[config.mk]
export PLATFORM = sky130hd
export DESIGN_NAME = mem_access_ctrl
export DESIGN_NICKNAME = d
export VERILOG_FILES = /design/src/rtl/mem_access_ctrl.sv
export SDC_FILE = /design/constraint.sdc
export NUM_CORES = 1
export LEC_CHECK = 0
export ABC_AREA = 0
export CORE_AREA = 2 2 180 182
export CTS_BUF_LIST = sky130_fd_sc_hd__clkbuf_8
export CTS_CLUSTER_SIZE = 30
export DETAILED_ROUTE_END_ITERATION = 16
export DIE_AREA = 0 0 182 184
export DONT_BUFFER_PORTS = 1
export PLACE_DENSITY_LB_ADDON = 0.2
export SLEW_MARGIN = 20
export SYNTH_ARGS = -nofsm -noshare
export SYNTH_HDL_FRONTEND = slang
export SYNTH_SLANG_ARGS = --single-unit
[constraint.sdc]
create_clock -name i_clk -period 2.5 [get_ports i_clk]
set_clock_uncertainty 0.15 [all_clocks]
set_input_delay 0.25 -clock i_clk [delete_from_list [all_inputs] [get_ports i_clk]]
set_output_delay 0.25 -clock i_clk [all_outputs]
set_load 0.02 [all_outputs]
[src/rtl/mem_access_ctrl.sv]
// mem_access_ctrl: memory stage controller for a Y86-64 style core.
// Decodes the memory opcode and issues a single request on a
// valid/ready request channel. It then waits, with a bounded timeout,
// for the matching response on the response channel.
module mem_access_ctrl #(
    parameter logic [63:0] ADDR_LIMIT = 64'd1025,
    parameter int          TIMEOUT    = 15
) (
    input  logic        i_clk,
    input  logic        i_rst_n,
    input  logic        i_start,
    input  logic [3:0]  i_icode,
    input  logic [63:0] i_valA,
    input  logic [63:0] i_valE,
    input  logic [63:0] i_valP,
    output logic        o_busy,
    output logic        o_done,
    output logic [63:0] o_valM,
    output logic        o_mem_err,
    output logic        o_req_valid,
    output logic        o_req_we,
    output logic [63:0] o_req_addr,
    output logic [63:0] o_req_wdata,
    input  logic        i_req_ready,
    input  logic        i_rsp_valid,
    input  logic        i_rsp_err,
    input  logic [63:0] i_rsp_rdata
);

    typedef enum logic [1:0] {
        S_IDLE,
        S_REQ,
        S_WAIT,
        S_DONE
    } state_t;

    localparam logic [4:0] LP_TIMEOUT = 5'(TIMEOUT);

    localparam logic [3:0] OP_RMMOVQ = 4'h4;
    localparam logic [3:0] OP_MRMOVQ = 4'h5;
    localparam logic [3:0] OP_CALL   = 4'h8;
    localparam logic [3:0] OP_RET    = 4'h9;
    localparam logic [3:0] OP_PUSHQ  = 4'hA;
    localparam logic [3:0] OP_POPQ   = 4'hB;

    state_t      r_state;
    logic [3:0]  r_icode;
    logic [3:0]  r_wait_cnt;

    logic        w_is_mem;
    logic        w_is_write;
    logic [63:0] w_addr;
    logic [63:0] w_wdata;
    logic        w_in_range;
    logic        w_lat_write;
    logic [4:0]  w_cnt_inc;
    logic        w_timeout;

    // Stores write to memory; loads read. Decoding the latched icode
    // later tells WAIT whether the response data belongs in valM.
    function automatic logic isWriteOp(input logic [3:0] op);
        return (op == OP_RMMOVQ) || (op == OP_CALL) || (op == OP_PUSHQ);
    endfunction

    // Decode the incoming opcode into direction, address and write data.
    // Pops and returns address through the old stack pointer in valA.
    always_comb begin
        w_is_mem   = 1'b0;
        w_is_write = 1'b0;
        w_addr     = i_valE;
        w_wdata    = i_valA;
        case (i_icode)
            OP_RMMOVQ: begin w_is_mem = 1'b1; w_is_write = 1'b1; end
            OP_MRMOVQ: begin w_is_mem = 1'b1; end
            OP_CALL:   begin w_is_mem = 1'b1; w_is_write = 1'b1; w_wdata = i_valP; end
            OP_RET:    begin w_is_mem = 1'b1; w_addr = i_valA; end
            OP_PUSHQ:  begin w_is_mem = 1'b1; w_is_write = 1'b1; end
            OP_POPQ:   begin w_is_mem = 1'b1; w_addr = i_valA; end
            default:   begin w_is_mem = 1'b0; end
        endcase
    end

    // Range check and the timeout compare. The 4-bit counter is widened
    // so that the increment cannot wrap before the compare.
    always_comb begin
        w_in_range  = (w_addr < ADDR_LIMIT);
        w_lat_write = isWriteOp(r_icode);
        w_cnt_inc   = {1'b0, r_wait_cnt} + 5'd1;
        w_timeout   = (w_cnt_inc >= LP_TIMEOUT);
    end

    // Controller FSM. All outputs are registered here alongside the state.
    always_ff @(posedge i_clk or negedge i_rst_n) begin
        if (!i_rst_n) begin
            r_state     <= S_IDLE;
            r_icode     <= 4'h0;
            r_wait_cnt  <= 4'h0;
            o_busy      <= 1'b0;
            o_done      <= 1'b0;
            o_valM      <= 64'h0;
            o_mem_err   <= 1'b0;
            o_req_valid <= 1'b0;
            o_req_we    <= 1'b0;
            o_req_addr  <= 64'h0;
            o_req_wdata <= 64'h0;
        end else begin
            case (r_state)
                S_IDLE: begin
                    if (i_start) begin
                        r_icode <= i_icode;
                        o_busy  <= 1'b1;
                        if (w_is_mem && w_in_range) begin
                            r_state     <= S_REQ;
                            o_req_valid <= 1'b1;
                            o_req_we    <= w_is_write;
                            o_req_addr  <= w_addr;
                            o_req_wdata <= w_wdata;
                            o_mem_err   <= 1'b0;
                        end else begin
                            r_state   <= S_DONE;
                            o_done    <= 1'b1;
                            o_mem_err <= w_is_mem;
                        end
                    end
                end
                S_REQ: begin
                    if (i_req_ready) begin
                        r_state     <= S_WAIT;
                        o_req_valid <= 1'b0;
                        r_wait_cnt  <= 4'h0;
                    end
                end
                S_WAIT: begin
                    if (i_rsp_valid) begin
                        r_state   <= S_DONE;
                        o_done    <= 1'b1;
                        o_mem_err <= i_rsp_err;
                        if (!w_lat_write && !i_rsp_err) begin
                            o_valM <= i_rsp_rdata;
                        end
                    end else if (w_timeout) begin
                        r_state   <= S_DONE;
                        o_done    <= 1'b1;
                        o_mem_err <= 1'b1;
                    end else if (r_wait_cnt != 4'hF) begin
                        r_wait_cnt <= r_wait_cnt + 4'd1;
                    end
                end
                S_DONE: begin
                    r_state <= S_IDLE;
                    o_done  <= 1'b0;
                    o_busy  <= 1'b0;
                end
                default: begin
                    r_state     <= S_IDLE;
                    o_done      <= 1'b0;
                    o_busy      <= 1'b0;
                    o_req_valid <= 1'b0;
                end
            endcase
        end
    end

endmodule

==> results of run 1 <==
[report_power, final]
group	internal, uW	switching (uW)	total [uW]
combinational	1090	664	1760
sequential	3980	1200	5180
clock	1790	1430	3230
[cell usage after synthesis (2+ instances only)]
cell	n	area, sq um
dfrtp_1	207	5180
mux2_2	128	1441
mux2_1	91	1025
nor2b_1	58	362.9
nor4_1	28	175.2
clkbuf_1	16	60.06
nor2_1	11	41.29
inv_1	9	33.78
nand4_1	8	50.05
buf_2	7	35.03
buf_6	7	78.83
nand3_1	7	35.03
ha_1	6	75.07
mux2i_1	5	50.05
nand2_1	5	18.77
o211ai_1	5	37.54
nand3b_1	3	22.52
nor3b_1	3	22.52
o21ai_0	3	15.01
o21ai_1	3	15.01
o22ai_1	3	18.77
nor3_1	2	10.01
o21a_1	2	15.01
o21bai_1	2	15.01
o31ai_1	2	15.01
[sequential cells by signal, summed over array words and instances, names as in the netlist]
register / flops
r_state: 2
o_busy: 1
o_mem_err: 1
o_valM: 64
o_req_addr: 64
o_done: 1
o_req_wdata: 64
r_wait_cnt: 4
r_icode: 4
o_req_valid: 1
o_req_we: 1
[cells by family after synthesis]
kind of cell | Yosys count | synth area share
simple gates | 131 | 0.08956
compound gates | 27 | 0.02145
buf+inv | 40 | 0.02396
fa+ha+maj | 6 | 0.008356
mux | 224 | 0.2801
flops | 207 | 0.5766
[per-layer routing]
metal,routed length [um],vias to the layer above
li1,-,2818
met1,10090,3179
met2,15550,351
met3,2745,83
met4,1275,2
met5,13,-
[worst max-delay path: stages]
cell	delay, ns
nor4_1	0.34
buf_4	0.18
nand3_1	0.17
a32oi_2	0.29
buf_4	0.17
o2111ai_2	0.17
buf_4	0.22
o21ai_1	0.13
o31ai_1	0.08
dlygate4sd3_1	0.56
[layout make-up]
type	instances	area, sq um
Antenna cell	2	5.005
Clock buffer	50	688.2
Clock inverter	16	80.08
Fill cell	2891	18780
Inverter	9	33.78
Multi-Input combinational cell	388	3611
Sequential cell	207	5180
Tap cell	402	503.0
Timing Repair Buffer	250	2510
[final timing paths]
check | slack, ns | endpoint
max | 0.18 | o_req_we$_DFFE_PN0P_
max reg2reg | 0.20 | r_state[1]$_DFFE_PN0P_
min in group i_clk | 0.05 | r_wait_cnt[1]$_DFFE_PN0P_
max in group asynchronous | 2.66 | r_icode[2]$_DFFE_PN0P_
min | -0.74 | o_valM[29]$_DFFE_PN0P_
min reg2reg | 0.36 | r_icode[1]$_DFFE_PN0P_
[placed cells by master (no fill, tap or decap), types with 3 or more instances in the layout]
| master | Yosys | routed |
|---|---|---|
| nand4_1 | 8 | 8 |
| mux2i_1 | 5 | 5 |
| nor2_1 | 11 | 10 |
| ha_1 | 6 | 6 |
| nor2b_1 | 58 | 58 |
| clkbuf_8 | 0 | 50 |
| nor3b_1 | 3 | 3 |
| o21ai_0 | 3 | 3 |
| o22ai_1 | 3 | 3 |
| dfrtp_1 | 207 | 207 |
| buf_4 | 1 | 29 |
| clkinv_2 | 0 | 5 |
| nor4_1 | 28 | 28 |
| dlygate4sd3_1 | 0 | 213 |
| mux2_2 | 128 | 128 |
| nand2_1 | 5 | 5 |
| nand3_1 | 7 | 7 |
| mux2_1 | 91 | 91 |
| buf_12 | 0 | 8 |
| o211ai_1 | 5 | 5 |
| inv_1 | 9 | 17 |
| o21ai_1 | 3 | 3 |
| nand3b_1 | 3 | 3 |
[timing repair]
item,CTS,global route
resized for setup,0,1
endpoints found under the setup margin,0,1
hold endpoints to repair,355,207
setup buffers,0,0
[through the flow]
stage | setup TNS (ns) | setup slack (ns) | cells | total power, uW
2_1_floorplan | 0 | 0.3004 | 635 | 6165
3_3_place_gp | -40.83 | -0.4219 | 1043 | 6591
3_5_place_dp | -37.39 | -0.4028 | 1043 | 6671
4_1_cts | 0 | 0.09914 | 1322 | 10290
5_1_grt | 0 | 0.04019 | 1323 | 10720
6_report | 0 | 0.1756 | 1324 | 10170
==> metrics.txt, run 1 <==
Post-synth EDFFs 0; GRT overflow 0; Area Overhead vs Synth 40.38%; CTS Hold Buffers Added ~210; Yosys cell types 39; reg2reg path depth 9; Tightest Hold Check Type in -> async; Initial Utilization 0.2862; post-layout util 0.4017; Ports 463; max_cap viols 0; vias per cell between 4 and 5; initial antenna violation count 2; CTS Sinks 207; hold slack -0.7423 ns; post-route cell area approximately 0.013 sq mm; Setup crit start kind primary input; drc violations 0; GR Layer Usage met1 0.1699; syn_nets 907; CTS max path bufs 3; Synth Area per Inst 14.15 sq um; DRT antenna net count 0; Critical Path AT around 2.6 ns; first drt pass iteration count 4; Post-DP HPWL ~20 mm; peak supply drop ~0.00062 V; 1st-iter DRT viols approximately 240; die height between 150 and 200 um; Final nets approximately 1.2k; fmax around 430 MHz; final worst path period share 0.9298; type of the worst setup path in -> reg; clock latency on the worst-skew pair ~0.51 ns; TritonCTS buffer count 38; core area roughly 0.031 sq mm; Synth Register Bits about 210; Syn Std Cell Area 0.008984 sq mm; Worst Tran Pin Value ~0.47 ns; relative slew slack 0.6851; Reg clk slew, reported paths 0.06 ns; fin. max-slew vios 0; placed instance area a little under 0.01 sq mm; Critical Path RT roughly 2.7 ns; Final Hold Violating Endpoints 207; number of I/O port buffers 0; CP Capture Type flip-flop; fraction of registers with async set/reset 1.000; Most Crowded Layer GR met2; global routing usage on met2 0.3205; worst flop-to-flop path startpoint r_wait_cnt[0]$_DFFE_PN0P_; Top FF cell, synth dfrtp_1; Tmin final 2.324 ns; Post-Route WL a little under 30 mm; share of layout cells above drive strength 1 0.2511; Mapped Cells ~640; pwr/cell area 806.1 mW/mm^2; met3 usage 0.06359; Worst Setup SP i_valA[6]; RSZ-0062 raised after global routing no; Synth Warn # 0; root buffer cell clkbuf_8; failing checks hold timing; register area share after synthesis 0.5766; DR vias 6433; Avg WL per Cell 22.41 um; global-route wire length before repair ~44 mm; Final GP Congestion 0.8173; H-tree levels 2; critical path peak fanout 7; die span in x around 180 um; CTS tree yes; standard-cell rows 65; gr usage total 0.1727; die area roughly 0.033 sq mm; outcome finished, violations left; Leakage just under 0.006 uW; largest net degree at the start of global routing about 210; vias in the first global route between 7k and 8k; Final Setup Violations 0
No activity file was read; power rests on OpenSTA's default activity.
==> inputs of run 2 (changes only) <==
--- a/config.mk
+++ b/config.mk
@@ -8,7 +8,7 @@
 export ABC_AREA = 0
 export CORE_AREA = 2 2 180 182
 export CTS_BUF_LIST = sky130_fd_sc_hd__clkbuf_8
-export CTS_CLUSTER_SIZE = 30
+export CTS_CLUSTER_SIZE = 16
 export DETAILED_ROUTE_END_ITERATION = 16
 export DIE_AREA = 0 0 182 184
 export DONT_BUFFER_PORTS = 1
==> constraint.sdc (replaced) <==
create_clock -name i_clk -period 2.2 [get_ports i_clk]
set_clock_uncertainty 0.15 [all_clocks]
set_input_delay 0.22 -clock i_clk [delete_from_list [all_inputs] [get_ports i_clk]]
set_output_delay 0.22 -clock i_clk [all_outputs]
set_load 0.02 [all_outputs]
==> metrics.txt, run 2 (synthesized netlist as in run 1, its figures left out) <==
type of the worst setup path in -> reg; placed instance area about 0.0097 sq mm; Critical Path RT ~2.5 ns; CP Capture Type flip-flop; internal power between 8000 and 9000 uW; most common cell after layout, fill and taps aside dlygate4sd3_1; Critical Path AT around 2.4 ns; RSZ-0062 raised after global routing yes; DRT antenna net count 0; CTS max path bufs 3; CP most frequent cell buf_4; Post-Route WL 30.42 mm; Combinational Power Share 0.182; H-tree levels 2; TritonCTS buffer count 39; Final nets around 1.2k; Initial Utilization 0.2862; switching pwr between 3000 and 4000 uW; Area Overhead vs Synth 43.25%; root buffer cell clkbuf_8; WL met3 roughly 2.8 mm; Slowest-stage cell, CP dlygate4sd3_1; CTS Hold Buffers Added approximately 220; fin. max-slew vios 0; Post-DP HPWL roughly 21 mm; met1 wire length 10.36 mm; gr usage total 0.1718; 1st-iter DRT viols between 200 and 250; reg2reg path depth 7; max_cap viols 0; biggest regs o_req_addr: 64 flops, o_req_wdata: 64 flops, o_valM: 64 flops; total negative slack 0 ns; crit-path max cell delay 0.55 ns; relative slew slack 0.7121; fmax ~470 MHz; Final Setup Violations 0; die span in x around 180 um; Leakage 0.005879 uW; Final Hold Violating Endpoints 207; largest net degree at the start of global routing between 200 and 250; peak supply drop approximately 0.00064 V; filler instances 2862; pwr/cell area 924.1 mW/mm^2; vias in the first global route ~7.4k; post-route cell area between 0.01 and 0.015 sq mm; setup bufs post-CTS 0; Avg WL per Cell around 23 um; vias per cell 4.838; Sequential Area 0.005180 sq mm; Setup crit start kind primary input; standard-cell rows 65; failing checks hold timing; Ports ~460; Multi-input gate area ~0.0037 sq mm; first drt pass iteration count 4; hold slack -0.7557 ns; CTS Sinks between 200 and 250; CTS tree yes; WL met2 between 15 and 20 mm; DR vias roughly 6.5k; drc violations 0; Reg clk slew, reported paths about 0.06 ns; final worst path period share 0.9718; Tmin final between 2 and 2.5 ns; die area 0.03349 sq mm; Clock power frac 0.322; die height about 180 um; Worst Tran Pin Value 0.4279 ns; core area ~0.031 sq mm; worst path cell trace nor4_1, buf_4, nand4_1, nor3_2, o2111ai_2, buf_4, nand3_1, o211ai_1, dlygate4sd3_1; global-route wire length before repair around 44 mm; outcome finished, violations left; Tightest Hold Check Type in -> async; GRT overflow 0; critical path peak fanout 7; share of layout cells above drive strength 1 0.2739; switch share 0.3206; most frequent cells in the layout 216 x dlygate4sd3_1, 207 x dfrtp_1, 128 x mux2_2; initial antenna violation count 4; DR top layer met5; clock latency on the worst-skew pair between 0.5 and 0.6 ns; Final GP Congestion between 0.8 and 0.9; number of I/O port buffers 0; Reg power frac 0.495
run 2: power by group through the flow:
stage | Sequential [uW] | Clock [uW] | Combinational, uW
4_1_cts | 5880 | 3980 | 2030
6_report | 5890 | 3830 | 2170
3_5_place_dp | 5920 | 0 | 1690
2_1_floorplan | 5730 | 0 | 1280
5_1_grt | 5970 | 4180 | 2370
3_3_place_gp | 5920 | 0 | 1600
run 2: worst max-delay path: cells and delay by family:
kind / cells / cell delay (ns)
buffers and inverters: 3 / 0.96
and+or+nand+nor: 4 / 0.90
AOI/OAI and AO/OA: 2 / 0.29
run 2: final cells by class:
cell class | count | share of cell area
Sequential cell | 207 | 0.4025
Multi-Input combinational cell | 388 | 0.2893
Timing Repair Buffer | 260 | 0.2037
Clock buffer | 48 | 0.05134
Tap cell | 402 | 0.03909
Clock inverter | 19 | 0.01089
Inverter | 9 | 0.002625
Antenna cell | 3 | 0.0005834
run 2: worst paths after layout:
path	start	to	slack, ns
setup reg to reg	r_state[0]$_DFFE_PN0P_	o_valM[54]$_DFFE_PN0P_	0.09
min in group i_clk	i_icode[3]	o_mem_err$_DFFE_PN0P_	0.04
max in group asynchronous	i_rst_n	r_icode[3]$_DFFE_PN0P_	2.39
hold reg to reg	r_icode[0]$_DFFE_PN0P_	r_icode[0]$_DFFE_PN0P_	0.37
hold / removal	i_rst_n	o_valM[32]$_DFFE_PN0P_	-0.76
setup / recovery	i_valA[30]	o_req_valid$_DFFE_PN0P_	0.06
run 2: metrics by stage:
stage	cells	power, uW	hold WS, ns	setup WS, ns	util
after floorplan	635	7005	-0.2256	0.0003826	-
after global placement	1049	7514	-0.2195	-0.7448	0.3104
after detailed placement	1049	7609	-0.2202	-0.7384	0.3104
after CTS	1332	11890	-0.8022	0.01267	0.4062
after global routing	1336	12530	-0.8125	-0.01664	0.4099
final	1336	11890	-0.7557	0.06197	0.4099
run 2: repair_timing:
item,4_1_cts,5_1_grt
endpoints found under the setup margin,100,96
endpoints found under the hold margin,359,207
cloned,0,1
pin swaps,2,5
resized for setup,8,16
run 2: metal layers:
| layer | up-vias | global-route usage |
|---|---|---|
| met5 | - | 0 |
| met4 | 2 | 0.07258 |
| met3 | 71 | 0.06042 |
| met2 | 365 | 0.3229 |
| met1 | 3190 | 0.1712 |
| li1 | 2835 | - |
